[src/rtl/seg_entry_ctrl.sv]
// Two-button hex digit entry for a seven-segment display: SHIFT mode pushes
// digits in from the right, EDIT mode overwrites a blinking cursor digit.
package myPkg;
    // Active-low segments, bit order {dp,g,f,e,d,c,b,a}; decimal point off.
    function automatic logic [7:0] seg_drv(input logic [3:0] v);
        logic [7:0] p;
        case (v)
            4'h0: p = 8'hC0;
            4'h1: p = 8'hF9;
            4'h2: p = 8'hA4;
            4'h3: p = 8'hB0;
            4'h4: p = 8'h99;
            4'h5: p = 8'h92;
            4'h6: p = 8'h82;
            4'h7: p = 8'hF8;
            4'h8: p = 8'h80;
            4'h9: p = 8'h90;
            4'hA: p = 8'h88;
            4'hB: p = 8'h83;
            4'hC: p = 8'hC6;
            4'hD: p = 8'hA1;
            4'hE: p = 8'h86;
            default: p = 8'h8E;
        endcase
        return p;
    endfunction
endpackage

module seg_entry_ctrl #(
    parameter int          NUM_SEG      = 6,
    parameter int          DEBOUNCE_CYC = 500000,
    parameter int          BLINK_CYC    = 12500000,
    parameter logic [7:0]  SEG_BLANK    = 8'hFF
) (
    input  logic                       clk,
    input  logic                       rst,
    input  logic                       btn,
    input  logic                       btn_mode,
    input  logic [3:0]                 sw,
    output logic [7:0]                 seg [0:NUM_SEG-1],
    output logic                       mode,
    output logic [$clog2(NUM_SEG)-1:0] cursor
);
    localparam int CW = $clog2(NUM_SEG);
    localparam int DW = $clog2(DEBOUNCE_CYC);
    localparam int BW = $clog2(BLINK_CYC);
    localparam logic [DW-1:0] DB_TC   = DW'(DEBOUNCE_CYC - 1);
    localparam logic [BW-1:0] BL_TC   = BW'(BLINK_CYC - 1);
    localparam logic [CW-1:0] CUR_MAX = CW'(NUM_SEG - 1);

    // state | meaning
    // SHIFT | entry press shifts sw into digit 0, cursor frozen
    // EDIT  | entry press writes sw at cursor, cursor advances; cursor digit blinks
    typedef enum logic {SHIFT = 1'b0, EDIT = 1'b1} state_e;

    logic [1:0]    btn_a;
    logic [1:0]    meta_q, sync_q, stable_q, press_q;
    logic [DW-1:0] db_cnt_q [2];

    assign btn_a = {btn_mode, btn};

    // Bit 0 = entry button, bit 1 = mode button.
    always_ff @(posedge clk or posedge rst) begin
        if (rst) begin
            meta_q   <= '1;
            sync_q   <= '1;
            stable_q <= '1;
            press_q  <= '0;
            for (int b = 0; b < 2; b++) db_cnt_q[b] <= '0;
        end else begin
            meta_q <= btn_a;
            sync_q <= meta_q;
            for (int b = 0; b < 2; b++) begin
                press_q[b] <= 1'b0;
                if (sync_q[b] == stable_q[b]) begin
                    db_cnt_q[b] <= '0;
                end else if (db_cnt_q[b] == DB_TC) begin
                    db_cnt_q[b] <= '0;
                    stable_q[b] <= sync_q[b];
                    press_q[b]  <= ~sync_q[b];
                end else begin
                    db_cnt_q[b] <= db_cnt_q[b] + DW'(1);
                end
            end
        end
    end

    state_e        state_q;
    logic [CW-1:0] cursor_q;
    logic [BW-1:0] blink_cnt_q;
    logic          blink_q;
    logic [3:0]    digit_q [NUM_SEG];
    logic [3:0]    digit_d [NUM_SEG];
    logic [7:0]    seg_q   [NUM_SEG];
    logic          ent_ev, mode_ev;

    // A mode press wins over a coincident entry press.
    assign mode_ev = press_q[1];
    assign ent_ev  = press_q[0] & ~press_q[1];

    always_comb begin
        for (int i = 0; i < NUM_SEG; i++) digit_d[i] = digit_q[i];
        if (ent_ev) begin
            if (state_q == SHIFT) begin
                digit_d[0] = sw;
                for (int i = 1; i < NUM_SEG; i++) digit_d[i] = digit_q[i-1];
            end else begin
                for (int i = 0; i < NUM_SEG; i++)
                    if (cursor_q == CW'(i)) digit_d[i] = sw;
            end
        end
    end

    always_ff @(posedge clk or posedge rst) begin
        if (rst) begin
            state_q     <= SHIFT;
            cursor_q    <= '0;
            blink_cnt_q <= '0;
            blink_q     <= 1'b0;
        end else if (mode_ev) begin
            state_q     <= (state_q == SHIFT) ? EDIT : SHIFT;
            if (state_q == SHIFT) cursor_q <= '0;
            blink_cnt_q <= '0;
            blink_q     <= 1'b0;
        end else begin
            if (ent_ev && state_q == EDIT)
                cursor_q <= (cursor_q == CUR_MAX) ? '0 : cursor_q + CW'(1);
            if (blink_cnt_q == BL_TC) begin
                blink_cnt_q <= '0;
                blink_q     <= ~blink_q;
            end else begin
                blink_cnt_q <= blink_cnt_q + BW'(1);
            end
        end
    end

    always_ff @(posedge clk or posedge rst) begin
        if (rst) begin
            for (int i = 0; i < NUM_SEG; i++) begin
                digit_q[i] <= 4'h0;
                seg_q[i]   <= myPkg::seg_drv(4'h0);
            end
        end else begin
            for (int i = 0; i < NUM_SEG; i++) begin
                digit_q[i] <= digit_d[i];
                seg_q[i]   <= (state_q == EDIT && blink_q && cursor_q == CW'(i))
                              ? SEG_BLANK : myPkg::seg_drv(digit_q[i]);
            end
        end
    end

    assign seg    = seg_q;
    assign mode   = (state_q == EDIT);
    assign cursor = cursor_q;

endmodule

[config.mk]
export PLATFORM = sky130hd
export DESIGN_NAME = seg_entry_ctrl
export DESIGN_NICKNAME = d
export VERILOG_FILES = /design/src/rtl/seg_entry_ctrl.sv
export SDC_FILE = /design/constraint.sdc
export NUM_CORES = 1
export LEC_CHECK = 0
export BUFFER_PORTS_ARGS = -buffer_cell sky130_fd_sc_hd__buf_2
export CORE_MARGIN = 2
export CORE_UTILIZATION = 47
export CTS_BUF_LIST = sky130_fd_sc_hd__clkbuf_4 sky130_fd_sc_hd__clkbuf_8
export CTS_CLUSTER_SIZE = 28
export DETAILED_ROUTE_END_ITERATION = 12
export GPL_ROUTABILITY_DRIVEN = 1
export GPL_TIMING_DRIVEN = 1
export PLACE_DENSITY = 0.63
export SLEW_MARGIN = 20
export SYNTH_ARGS = -nofsm -noshare
export SYNTH_HDL_FRONTEND = slang
export SYNTH_SLANG_ARGS = --single-unit
export TNS_END_PERCENT = 1
[constraint.sdc]
create_clock -name clk -period 6.88 [get_ports clk]
set_clock_uncertainty 0.15 [all_clocks]
set_input_delay 0 -clock clk [delete_from_list [all_inputs] [get_ports clk]]
set_output_delay 0 -clock clk [all_outputs]
set_load 0.05 [all_outputs]
==> results of run 1 <==
==> cell type report <==
| class | instances | share of cell area, % |
|---|---|---|
| inverters | 26 | 1.21 |
| well taps | 216 | 3.18 |
| repair buffers | 65 | 4.49 |
| multi-input cells | 552 | 43.7 |
| clock inverters | 9 | 2.10 |
| flip-flops and latches | 141 | 41.7 |
| clock buffers | 23 | 3.65 |
==> through the flow <==
| step | setup WS (ns) | power, mW | hold slack, ns |
|---|---|---|---|
| 2_1_floorplan | 2.97 | 0.916 | -0.146 |
| 3_3_place_gp | 4.42 | 0.930 | -0.0617 |
| 3_5_place_dp | 4.39 | 0.933 | -0.0520 |
| 4_1_cts | 4.35 | 1.74 | 0.00259 |
| 5_1_grt | 4.17 | 1.79 | 0.0122 |
| 6_report | 4.41 | 1.72 | 0.0346 |
==> power breakdown <==
part | leakage [nW] | switching [mW] | internal [mW]
combinational | 1.75 | 0.0539 | 0.0188
clock | 0.242 | 0.320 | 0.485
sequential | 1.71 | 0.00839 | 0.838
total | 3.70 | 0.382 | 1.34
==> sequential cells by signal, indices dropped and copies added (netlist names) <==
name,cells
digit_q,24
press_q,2
mode,1
stable_q,2
db_cnt_q,38
blink_q,1
meta_q,2
cursor,3
seg,42
sync_q,2
blink_cnt_q,24
==> kinds of logic (layout without fill, tap and decap cells) <==
kind of cell,after synthesis,in the layout
buffers and inverters,70,123
and+or+nand+nor,276,276
DFF,141,141
AOI/OAI and AO/OA,157,157
xor gates and xnor gates,37,37
other,1,6
muxes,36,36
adders and majority gates,40,40
==> synthesized netlist by cell type, types with 3 or more instances <==
cell type	instances
sky130_fd_sc_hd__or3_1	12
sky130_fd_sc_hd__o31ai_1	7
sky130_fd_sc_hd__nor4b_1	6
sky130_fd_sc_hd__o311ai_0	8
sky130_fd_sc_hd__nand3_1	39
sky130_fd_sc_hd__nor2_1	63
sky130_fd_sc_hd__nand3b_1	5
sky130_fd_sc_hd__o21ai_0	28
sky130_fd_sc_hd__mux4_2	3
sky130_fd_sc_hd__buf_4	6
sky130_fd_sc_hd__a21o_1	5
sky130_fd_sc_hd__and4_1	8
sky130_fd_sc_hd__and3_1	6
sky130_fd_sc_hd__o21a_1	6
sky130_fd_sc_hd__mux2_2	9
sky130_fd_sc_hd__o211ai_1	33
sky130_fd_sc_hd__nand4_1	18
sky130_fd_sc_hd__xnor2_1	14
sky130_fd_sc_hd__nor2b_1	5
sky130_fd_sc_hd__dfstp_2	12
sky130_fd_sc_hd__or3b_2	3
sky130_fd_sc_hd__clkbuf_1	30
sky130_fd_sc_hd__mux2i_1	24
sky130_fd_sc_hd__nand2b_1	18
sky130_fd_sc_hd__o22ai_1	8
sky130_fd_sc_hd__nor3_1	6
sky130_fd_sc_hd__xor2_1	23
sky130_fd_sc_hd__nand2_1	56
sky130_fd_sc_hd__nand4b_1	3
sky130_fd_sc_hd__inv_1	26
sky130_fd_sc_hd__and2_1	8
sky130_fd_sc_hd__ha_1	40
sky130_fd_sc_hd__nor4_1	7
sky130_fd_sc_hd__a21oi_1	53
sky130_fd_sc_hd__buf_2	4
sky130_fd_sc_hd__or4_1	7
sky130_fd_sc_hd__dfrtp_1	129
==> layer usage <==
metal / GRT usage, % / routed length [um]
met4: 6.51 / 189
met5: 0 / 0
met1: 23.6 / 6830
met3: 4.36 / 497
met2: 31.6 / 7520
==> repair_timing <==
item	in CTS	in global routing
hold buffers	9	0
buffers inserted	0	0
endpoints found under the hold margin	86	0
==> worst max-delay path, delay by kind of cell, from the launching register on <==
kind	cells	cell delay (ns)
AOI/OAI and AO/OA	2	0.73
and+or+nand+nor	2	0.51
DFF	1	0.42
buffers and inverters	1	0.31
adders and majority gates	1	0.22
==> worst paths after layout <==
kind	depth (start not counted)	slack, ns	from	endpoint
min reg2reg	0	0.21	meta_q[1]	sync_q[1]
min	2	0.03	btn_mode	meta_q[1]
max in group asynchronous	5	4.85	rst	blink_cnt_q[19]
max	6	4.41	blink_cnt_q[0]	blink_cnt_q[13]
max reg2reg	6	4.41	blink_cnt_q[0]	blink_cnt_q[13]
min in group asynchronous	4	0.60	rst	db_cnt_q[6]
==> flow_summary.rst, run 1 <==
.. list-table::
   :header-rows: 1

   * - Metric
     - Value
   * - Area of all placed cells without fillers
     - 8510 um2
   * - Max Clock Freq
     - 405 MHz
   * - Final #Nets
     - 851
   * - Pleak
     - 3.70 nW
   * - Slew Limit Headroom
     - 45.2%
   * - Number of distinct standard cells referenced by the synthesized netlist
     - 54
   * - Largest voltage drop on the vdd net
     - 0.000111 V
   * - Horizontal extent of the die
     - 130 um
   * - Synth Area in Compound Gates
     - 13.2%
   * - Dominant combinational cell family by area after synthesis
     - simple AND/OR/NAND/NOR gates
   * - Area of combinational cells with multiple inputs
     - 3720 um2
   * - Warnings from Yosys
     - 0
   * - Hold WC Path Type
     - primary input to flop
   * - Core area
     - 15800 um2
   * - First-pass GRT wire length
     - 25.5 mm
   * - Endpoints failing hold
     - 0
   * - Pwr per Cell Area
     - 203 nW/um2
   * - Critical Path, Cell by Cell
     - ha_1, and4_1, nand3_1, o21bai_1, buf_4, a21oi_1
   * - Post-synth EDFFs
     - 0
   * - Setup TNS
     - 0 ns
   * - Antenna Cells
     - 0
   * - Die Area
     - 17000 um2
   * - Root Buffer
     - sky130_fd_sc_hd__clkbuf_8
   * - Post-Place Cell Area
     - 7920 um2
   * - Number of cell rows
     - 46
   * - Cells after synthesis
     - 758
   * - Worst Setup End Kind
     - flop
   * - Most common cell after layout, fill and taps aside
     - sky130_fd_sc_hd__dfrtp_1
   * - DP HPWL
     - 10.2 mm
   * - Final instance count without filler cells
     - 1032
   * - Quantity of I/O buffers inserted on ports
     - 53
   * - Clock-pin slew on the worst setup and hold paths
     - 0.07 ns
   * - Synthesized cell area
     - 7520 um2
   * - Arrival @ worst endpoint
     - 2.65 ns
   * - Share of synthesized area occupied by flip-flops and latches
     - 47.1%
   * - Total of endpoints with negative setup slack in the final report
     - 0
   * - Most frequent cells in the layout
     - 129 x sky130_fd_sc_hd__dfrtp_1, 63 x sky130_fd_sc_hd__nor2_1, 56 x sky130_fd_sc_hd__nand2_1, 53 x sky130_fd_sc_hd__a21oi_1, 53 x sky130_fd_sc_hd__buf_2
   * - Number of global-route vias before repair
     - 5397
   * - Critical path class
     - flop to flop
   * - Worst path required time
     - 7.07 ns
   * - Average wire per cell in the routed design
     - 14.6 um
   * - Total Routing Usage GR
     - 18.7%
   * - Filler instances
     - 1422
   * - Area Overhead vs Synth
     - 13.1%
   * - Run status
     - finished clean
   * - Fin crit period
     - 2.47 ns
   * - Maximum count of clock buffers along a single path
     - 2
   * - Detailed-routing iteration count for the pre-antenna-repair pass
     - 5
   * - Post-Synth Simple-Gate Area
     - 19.4%
   * - Leading area contributor after synthesis
     - sky130_fd_sc_hd__dfrtp_1
   * - Max-slew violation count
     - 0
   * - I/O pins
     - 60
   * - Starting utilization of the core area
     - 47.7%
   * - Initial DRC Count
     - 395
   * - Pin count of the biggest net entering global routing
     - 82
   * - Transition time at the pin with the least slew margin
     - 0.820 ns
   * - Routability-driven placement congestion ratio
     - 0.825
   * - Maximum net fanout on the critical path
     - 12
   * - Setup repair after global routing missed its margin
     - false
   * - Total placed cells including tap cells
     - 991
   * - Vias per inst
     - 5.47
   * - Longest individual stage delay on the worst path
     - 0.67 ns
   * - Share of final-layout standard cells stronger than drive strength 1
     - 15.2%
   * - Mux share of post-synthesis cell area
     - 5.44%
   * - Portion of the clock cycle consumed by the worst path in the final layout
     - 35.9%
   * - Total routed wirelength
     - 15.0 mm
   * - Xor and xnor fraction of the mapped netlist area
     - 4.31%
   * - DIE HEIGHT
     - 130 um
   * - H-tree Lvls
     - 4
   * - Clock sink count
     - 141
   * - Number of resized instances in the post-cts repair step
     - 0
   * - Clock tree from TritonCTS
     - done
   * - Adder-Cell Fraction of Synth Area
     - 6.66%
   * - Kind of start point of the critical path
     - flop
   * - Reported max-cap violation count
     - 0
   * - Critical path's slowest cell
     - sky130_fd_sc_hd__o21bai_1
   * - Clk Latency, worst-skew pair
     - 0.46 ns
   * - Mapped Avg Cell Area
     - 9.92 um2
   * - Num CTS Buffers
     - 17
   * - Final cell utilization of the core
     - 53.9%
   * - Initial antenna violation count
     - 0
   * - Leading register cell type out of synthesis
     - sky130_fd_sc_hd__dfrtp_1
   * - Vias
     - 5647
   * - Storage element area
     - 3540 um2
   * - Async S/R FF share, synth
     - 100%
   * - Number of routed nets with antenna violations
     - 0
   * - GR Overflow Total
     - 0
   * - Number of remaining DRC errors
     - 0
   * - Post-synth top area share
     - 42.9%
   * - Largest cells by area after synthesis
     - sky130_fd_sc_hd__dfrtp_1 43%, sky130_fd_sc_hd__ha_1 6.7%, sky130_fd_sc_hd__dfstp_2 4.2%, sky130_fd_sc_hd__a21oi_1 3.5%, sky130_fd_sc_hd__o211ai_1 3.3%
   * - FF+latch count, synth
     - 141
(Power assumes the default switching activity.)
==> run 2: changes to the inputs <==
--- a/config.mk
+++ b/config.mk
@@ -13,7 +13,7 @@
 export DETAILED_ROUTE_END_ITERATION = 12
 export GPL_ROUTABILITY_DRIVEN = 1
 export GPL_TIMING_DRIVEN = 1
-export PLACE_DENSITY = 0.63
+export PLACE_DENSITY = 0.66
 export SLEW_MARGIN = 20
 export SYNTH_ARGS = -nofsm -noshare
 export SYNTH_HDL_FRONTEND = slang
==> constraint.sdc (replaced) <==
create_clock -name clk -period 2.13 [get_ports clk]
set_clock_uncertainty 0.15 [all_clocks]
set_input_delay 0 -clock clk [delete_from_list [all_inputs] [get_ports clk]]
set_output_delay 0 -clock clk [all_outputs]
set_load 0.05 [all_outputs]
==> run 2 against run 1 <==
Against the previous run:
- non-clock buffer count is 20 higher
- largest cell class unchanged
- sequential power grew to 3.2 times the previous value
- hold slack got worse by 0.0051 ns
- highest routed layer unchanged
- sequential share of layout area is 0.66 points lower
- maximum frequency rose by 23%
- clock power grew to 3.1 times the previous value
==> flow_summary.rst, run 2 (synthesized netlist as in run 1, its figures left out) <==
.. list-table::
   :header-rows: 1

   * - Metric
     - Value
   * - Reported max-cap violation count
     - 0 (unchanged)
   * - Post-Place Cell Area
     - 8090 um2 (+2.2%)
   * - Num CTS Buffers
     - 17 (unchanged)
   * - Clock-pin slew on the worst setup and hold paths
     - 0.08 ns (about the same)
   * - Final instance count without filler cells
     - 1052 (+1.9%)
   * - Core area
     - 15800 um2 (unchanged)
   * - Vias per inst
     - 5.45 (-0.46%)
   * - Share of final-layout standard cells stronger than drive strength 1
     - 17.8% (+2.6 points)
   * - Worst Setup End Kind
     - flop
   * - Most common cell after layout, fill and taps aside
     - sky130_fd_sc_hd__dfrtp_1
   * - Starting utilization of the core area
     - 47.7% (unchanged)
   * - Launching point of the worst reg2reg path
     - db_cnt_q[3]
   * - Number of flip-flops in the largest register
     - 42 (unchanged)
   * - Kind of start point of the critical path
     - flop
   * - Worst path bufs/invs
     - 0 (-1)
   * - Area of all placed cells without fillers
     - 8640 um2 (+1.6%)
   * - Setup TNS
     - 0 ns (unchanged)
   * - Final #Nets
     - 871 (+2.4%)
   * - Arrival @ worst endpoint
     - 2.23 ns (-0.42 ns)
   * - Run status
     - finished clean
   * - Largest voltage drop on the vdd net
     - 0.000361 V (+220%)
   * - Critical path's slowest cell
     - sky130_fd_sc_hd__or4_4
   * - Pwr per Cell Area
     - 637 nW/um2 (+210%)
   * - Longest individual stage delay on the worst path
     - 0.59 ns (-0.08 ns)
   * - Worst path required time
     - 2.35 ns (-4.72 ns)
   * - Quantity of I/O buffers inserted on ports
     - 53 (unchanged)
   * - Transition time at the pin with the least slew margin
     - 0.599 ns (-0.221 ns)
   * - Clock sink count
     - 141 (unchanged)
   * - DP HPWL
     - 10.4 mm (+2.0%)
   * - H-tree Lvls
     - 4 (unchanged)
   * - Number of routed nets with antenna violations
     - 0 (unchanged)
   * - Initial DRC Count
     - 380 (-3.8%)
   * - Clk Latency, worst-skew pair
     - 0.46 ns (about the same)
   * - Routability-driven placement congestion ratio
     - 0.893 (+8.2%)
   * - Origin of the worst setup path
     - db_cnt_q[3]
   * - First-pass GRT wire length
     - 24.8 mm (-2.7%)
   * - Max-slew violation count
     - 0 (unchanged)
   * - Total of endpoints with negative setup slack in the final report
     - 0 (unchanged)
   * - Largest delay share family, worst path
     - simple AND/OR/NAND/NOR gates
   * - Fin crit period
     - 2.01 ns (-0.457 ns)
   * - Horizontal extent of the die
     - 130 um (unchanged)
   * - Worst hold slack after final layout
     - 0.0295 ns (-0.00506 ns)
   * - Hold WC Path Type
     - primary input to asynchronous set/reset pin
   * - GR Overflow Total
     - 0 (unchanged)
   * - Critical Path, Cell by Cell
     - nand3_2, or4_4, or3_2, a21oi_1
   * - Area Overhead vs Synth
     - 15.0%
   * - Clock tree from TritonCTS
     - done
   * - Number of cell rows
     - 46 (unchanged)
   * - Endpoints failing hold
     - 0 (unchanged)
   * - Total placed cells including tap cells
     - 1013 (+2.2%)
   * - Detailed-routing iteration count for the pre-antenna-repair pass
     - 5 (unchanged)
   * - Setup repair after global routing missed its margin
     - false
   * - Number of remaining DRC errors
     - 0 (unchanged)
   * - Total Routing Usage GR
     - 18.1% (-0.52 points)
   * - Total routed wirelength
     - 14.9 mm (-0.94%)
   * - I/O pins
     - 60 (unchanged)
   * - Die Area
     - 17000 um2 (unchanged)
   * - Antenna Cells
     - 0 (unchanged)
   * - Critical path class
     - flop to flop
   * - Slew Limit Headroom
     - 60.0% (+15 points)
   * - Pin count of the biggest net entering global routing
     - 77 (-6.1%)
   * - Vias
     - 5730 (+1.5%)
   * - Initial antenna violation count
     - 0 (unchanged)
   * - Number of global-route vias before repair
     - 5431 (+0.63%)
   * - Filler instances
     - 1363 (-4.1%)
   * - Maximum count of clock buffers along a single path
     - 2 (unchanged)
   * - Maximum net fanout on the critical path
     - 5 (-7)
   * - DIE HEIGHT
     - 130 um (unchanged)
   * - Pleak
     - 3.80 nW (+2.7%)
   * - Max Clock Freq
     - 497 MHz (+23%)
   * - Average wire per cell in the routed design
     - 14.2 um (-2.8%)
   * - Root Buffer
     - sky130_fd_sc_hd__clkbuf_8
   * - Portion of the clock cycle consumed by the worst path in the final layout
     - 94.4% (+59 points)
   * - Most frequent cells in the layout
     - 129 x sky130_fd_sc_hd__dfrtp_1, 63 x sky130_fd_sc_hd__nor2_1, 56 x sky130_fd_sc_hd__nand2_1, 53 x sky130_fd_sc_hd__a21oi_1, 53 x sky130_fd_sc_hd__buf_2
==> run 2: cell types whose count changed in the layout (fill, tap and decap cells not counted), sizes merged <==
cell         change
clkinvlp         -1
dlygate4sd3      -2
clkinv           +4
clkbuf           -1
inv              -2
buf             +22
==> run 2: where the power goes <==
group | internal, mW | switching (mW)
clock network | 1.50 | 1.02
registers | 2.71 | 0.0226
logic | 0.0707 | 0.180
==> run 2: path summary, 6_finish.rpt <==
kind | end | slack, ns | depth (start not counted)
max | db_cnt_q[15] | 0.12 | 4
min | seg[41] | 0.03 | 4
max reg2reg | db_cnt_q[15] | 0.12 | 4
min reg2reg | sync_q[0] | 0.21 | 0
max in group asynchronous | seg[22] | 1.37 | 4
min in group clk | meta_q[0] | 0.03 | 2
==> run 2: area by class of cell <==
class | instances | area [um2] | area share (%)
multi-input cells | 552 | 3710 | 42.9
inverters | 26 | 101 | 1.17
clock inverters | 10 | 186 | 2.16
repair buffers | 85 | 548 | 6.34
well taps | 216 | 270 | 3.13
clock buffers | 22 | 284 | 3.29
flip-flops and latches | 141 | 3540 | 41.0
==> run 2: worst reg2reg max path, stage by stage, from the launching register on <==
cell and delay (ns):
sky130_fd_sc_hd__dfrtp_1 0.42, sky130_fd_sc_hd__nand3_2 0.14, sky130_fd_sc_hd__or4_4 0.59, sky130_fd_sc_hd__or3_2 0.46
sky130_fd_sc_hd__a21oi_1 0.16
==> run 2: through the flow <==
| step | utilization [%] | power, mW | setup slack (ns) |
|---|---|---|---|
| after CTS | 54.8 | 5.57 | 0.114 |
| after global routing | 54.8 | 5.71 | 0.0269 |
| final | 54.8 | 5.50 | 0.120 |
| after floorplan | - | 2.96 | -0.0248 |
| after detailed placement | 51.3 | 3.03 | 0.124 |
| after global placement | 51.3 | 3.02 | 0.165 |
==> run 2: layer usage <==
layer	vias up	share of wire, %	global-route usage (%)
met5	-	0	0
met4	0	2.2	8.45
met3	27	3.6	3.71
met2	119	50	30.8
met1	2757	44	22.3
li1	2827	-	-
==> run 2: timing repair <==
action,4_1_cts,5_1_grt
buffers inserted,0,0
resized for setup,0,3
setup endpoints to repair,0,3
hold buffers,7,0
endpoints found under the hold margin,167,0
==> run 3: changes to the inputs <==
--- a/config.mk
+++ b/config.mk
@@ -6,14 +6,16 @@
 export NUM_CORES = 1
 export LEC_CHECK = 0
 export BUFFER_PORTS_ARGS = -buffer_cell sky130_fd_sc_hd__buf_2
+export CELL_PAD_IN_SITES_DETAIL_PLACEMENT = 0
+export CELL_PAD_IN_SITES_GLOBAL_PLACEMENT = 1
 export CORE_MARGIN = 2
-export CORE_UTILIZATION = 47
+export CORE_UTILIZATION = 44
 export CTS_BUF_LIST = sky130_fd_sc_hd__clkbuf_4 sky130_fd_sc_hd__clkbuf_8
 export CTS_CLUSTER_SIZE = 28
 export DETAILED_ROUTE_END_ITERATION = 12
 export GPL_ROUTABILITY_DRIVEN = 1
 export GPL_TIMING_DRIVEN = 1
-export PLACE_DENSITY = 0.66
+export PLACE_DENSITY = 0.76
 export SLEW_MARGIN = 20
 export SYNTH_ARGS = -nofsm -noshare
 export SYNTH_HDL_FRONTEND = slang
==> run 3 against run 2 <==
Against the previous run:
- clock power down 12%
- sequential power hardly changed
- largest cell class unchanged
- non-clock buffer count down 1
- first-iteration DRC count decreased by 2.9%
- register-to-register slack hardly changed
- routed wire length rose by 4.6%
- sequential share of layout area increased by 0.26 points
- count of clock-buffer cells in the layout is 4 lower
==> flow_summary.rst, run 3 (synthesized netlist as in run 1, its figures left out) <==
.. list-table::
   :header-rows: 1

   * - Metric
     - Value
   * - Pwr per Cell Area
     - 606 nW/um2 (-4.8%)
   * - Number of cell rows
     - 47 (+2.2%)
   * - Area of all placed cells without fillers
     - 8600 um2 (-0.55%)
   * - Core area
     - 16600 um2 (+5.5%)
   * - Share of final-layout standard cells stronger than drive strength 1
     - 18.1% (+0.26 points)
   * - Root Buffer
     - sky130_fd_sc_hd__clkbuf_8
   * - Most frequent cells in the layout
     - 127 x sky130_fd_sc_hd__dfrtp_1, 63 x sky130_fd_sc_hd__nor2_1, 56 x sky130_fd_sc_hd__nand2_1, 53 x sky130_fd_sc_hd__a21oi_1, 53 x sky130_fd_sc_hd__buf_2
   * - Maximum net fanout on the critical path
     - 5 (unchanged)
   * - Average wire per cell in the routed design
     - 14.8 um (+4.3%)
   * - Clock sink count
     - 141 (unchanged)
   * - Setup TNS
     - 0 ns (unchanged)
   * - Vias per inst
     - 5.49 (+0.83%)
   * - Initial DRC Count
     - 369 (-2.9%)
   * - Clk Latency, worst-skew pair
     - 0.45 ns (about the same)
   * - First-pass GRT wire length
     - 26.7 mm (+7.5%)
   * - Pleak
     - 3.77 nW (-0.86%)
   * - Pin count of the biggest net entering global routing
     - 85 (+10%)
   * - Clock-pin slew on the worst setup and hold paths
     - 0.08 ns (about the same)
   * - Int Power
     - 3.95 mW (-7.6%)
   * - Number of global-route vias before repair
     - 5596 (+3.0%)
   * - Horizontal extent of the die
     - 135 um (+3.2%)
   * - Endpoints failing hold
     - 0 (unchanged)
   * - Final instance count without filler cells
     - 1055 (+0.29%)
   * - Clock tree from TritonCTS
     - done
   * - Total placed cells including tap cells
     - 1016 (+0.30%)
   * - Worst hold slack after final layout
     - 0.0325 ns (+0.00293 ns)
   * - Net Switching
     - 1.26 mW (+2.8%)
   * - Max Clock Freq
     - 495 MHz (-0.50%)
   * - Number of routed nets with antenna violations
     - 0 (unchanged)
   * - DIE HEIGHT
     - 135 um (+3.2%)
   * - H-tree Lvls
     - 4 (unchanged)
   * - Maximum count of clock buffers along a single path
     - 2 (unchanged)
   * - Clock power frac
     - 42.8% (-3.0 points)
   * - GR Overflow Total
     - 0 (unchanged)
   * - Worst Setup End Kind
     - flop
   * - Transition time at the pin with the least slew margin
     - 0.511 ns (-0.0883 ns)
   * - I/O pins
     - 60 (unchanged)
   * - Post-Place Worst Slack
     - 0.116 ns (-0.00750 ns)
   * - Number of flip-flops in the largest register
     - 42 (unchanged)
   * - Reported max-cap violation count
     - 0 (unchanged)
   * - Total routed wirelength
     - 15.6 mm (+4.6%)
   * - Detailed-routing iteration count for the pre-antenna-repair pass
     - 5 (unchanged)
   * - Portion of the clock cycle consumed by the worst path in the final layout
     - 94.8% (+0.48 points)
   * - Hold WC Path Type
     - primary input to flop
   * - Final #Nets
     - 870 (-0.11%)
   * - Antenna Cells
     - 0 (unchanged)
   * - Initial antenna violation count
     - 0 (unchanged)
   * - Fin crit period
     - 2.02 ns (+0.0101 ns)
   * - Max-slew violation count
     - 0 (unchanged)
   * - Number of remaining DRC errors
     - 0 (unchanged)
   * - Area Overhead vs Synth
     - 14.3%
   * - Fraction of power consumed by combinational cells
     - 4.8% (+0.2 points)
   * - Die Area
     - 18100 um2 (+6.6%)
   * - Total chip power
     - 5.21 mW (-5.3%)
   * - Critical path class
     - flop to flop
   * - Vias
     - 5794 (+1.1%)
   * - Post-Place Cell Area
     - 8100 um2 (+0.12%)
   * - Run status
     - finished clean
   * - Total Routing Usage GR
     - 18.2% (+0.056 points)
   * - Starting utilization of the core area
     - 45.2% (-2.5 points)
   * - Quantity of I/O buffers inserted on ports
     - 53 (unchanged)
   * - Most common cell after layout, fill and taps aside
     - sky130_fd_sc_hd__dfrtp_1
   * - Kind of start point of the critical path
     - flop
   * - Worst-case setup margin in the final layout
     - 0.110 ns (-0.0101 ns)
   * - DP HPWL
     - 10.7 mm (+3.1%)
   * - Setup repair after global routing missed its margin
     - false
   * - Num CTS Buffers
     - 17 (unchanged)
   * - Arrival @ worst endpoint
     - 2.24 ns (about the same)
   * - Slew Limit Headroom
     - 65.6% (+5.5 points)
   * - Worst path required time
     - 2.35 ns (about the same)
   * - Routability-driven placement congestion ratio
     - 0.847 (-5.1%)
   * - Total of endpoints with negative setup slack in the final report
     - 0 (unchanged)
   * - Seq pwr share
     - 52.4% (+2.8 points)
   * - Largest voltage drop on the vdd net
     - 0.000348 V (-3.6%)
   * - Net switching share of the total power
     - 24.2% (+1.9 points)
   * - Final cell utilization of the core
     - 51.7% (-3.2 points)
-- run 3: changes by cell type in the layout (fill, tap and decap cells not counted), moves of 2 or more --
cell                        change
sky130_fd_sc_hd__dfrtp_2        +2
sky130_fd_sc_hd__and4_2         +2
sky130_fd_sc_hd__dfrtp_1        -2
sky130_fd_sc_hd__clkbuf_4       -2
sky130_fd_sc_hd__bufinv_16      -2
sky130_fd_sc_hd__clkinv_4       +2
sky130_fd_sc_hd__clkinv_2       +2
sky130_fd_sc_hd__buf_4          -2
sky130_fd_sc_hd__and4_1         -2
sky130_fd_sc_hd__clkbuf_8       -2
-- run 3: repair_timing --
| action | 4_1_cts | 5_1_grt |
|---|---|---|
| setup endpoints to repair | 0 | 6 |
| hold endpoints to repair | 167 | 0 |
| hold buffers | 7 | 0 |
| resized for setup | 0 | 6 |
| buffers inserted | 0 | 0 |
-- run 3: worst max-delay path, stage by stage, from the launching register on --
cell	delay, ns
sky130_fd_sc_hd__dfrtp_1	0.42
sky130_fd_sc_hd__nand3_2	0.15
sky130_fd_sc_hd__or4_4	0.60
sky130_fd_sc_hd__or4_1	0.48
sky130_fd_sc_hd__a21oi_1	0.15
-- run 3: cell type report --
class	instances	area [um2]
clock buffers	18	241
clock inverters	14	170
fillers	1480	8050
inverters	26	101
multi-input cells	552	3710
flip-flops and latches	141	3550
well taps	220	275
repair buffers	84	553
-- run 3: routing by layer --
metal | GRT usage (%) | vias to the layer above | share of wire [%]
met4 | 5.61 | 0 | 0.89
met1 | 24.4 | 2825 | 46
li1 | - | 2843 | -
met3 | 4.35 | 12 | 3.8
met5 | 0 | - | 0
met2 | 29.4 | 114 | 49
-- run 3: final timing paths --
check,depth (start not counted),slack (ns),end,start
worst max register to register,4,0.11,db_cnt_q[17],db_cnt_q[4]
min in group asynchronous,4,0.05,seg[41],rst
worst min-delay path,2,0.03,meta_q[1],btn_mode
max in group asynchronous,4,1.34,seg[14],rst
worst max-delay path,4,0.11,db_cnt_q[17],db_cnt_q[4]
worst min register to register,0,0.21,sync_q[1],meta_q[1]
-- run 3: power groups by stage --
stage	sequential [mW]	combinational, mW	clock [mW]
after CTS	2.73	0.258	2.29
after global routing	2.74	0.281	2.42
after global placement	2.78	0.242	0
after floorplan	2.82	0.139	0
after detailed placement	2.78	0.246	0
final	2.73	0.252	2.23
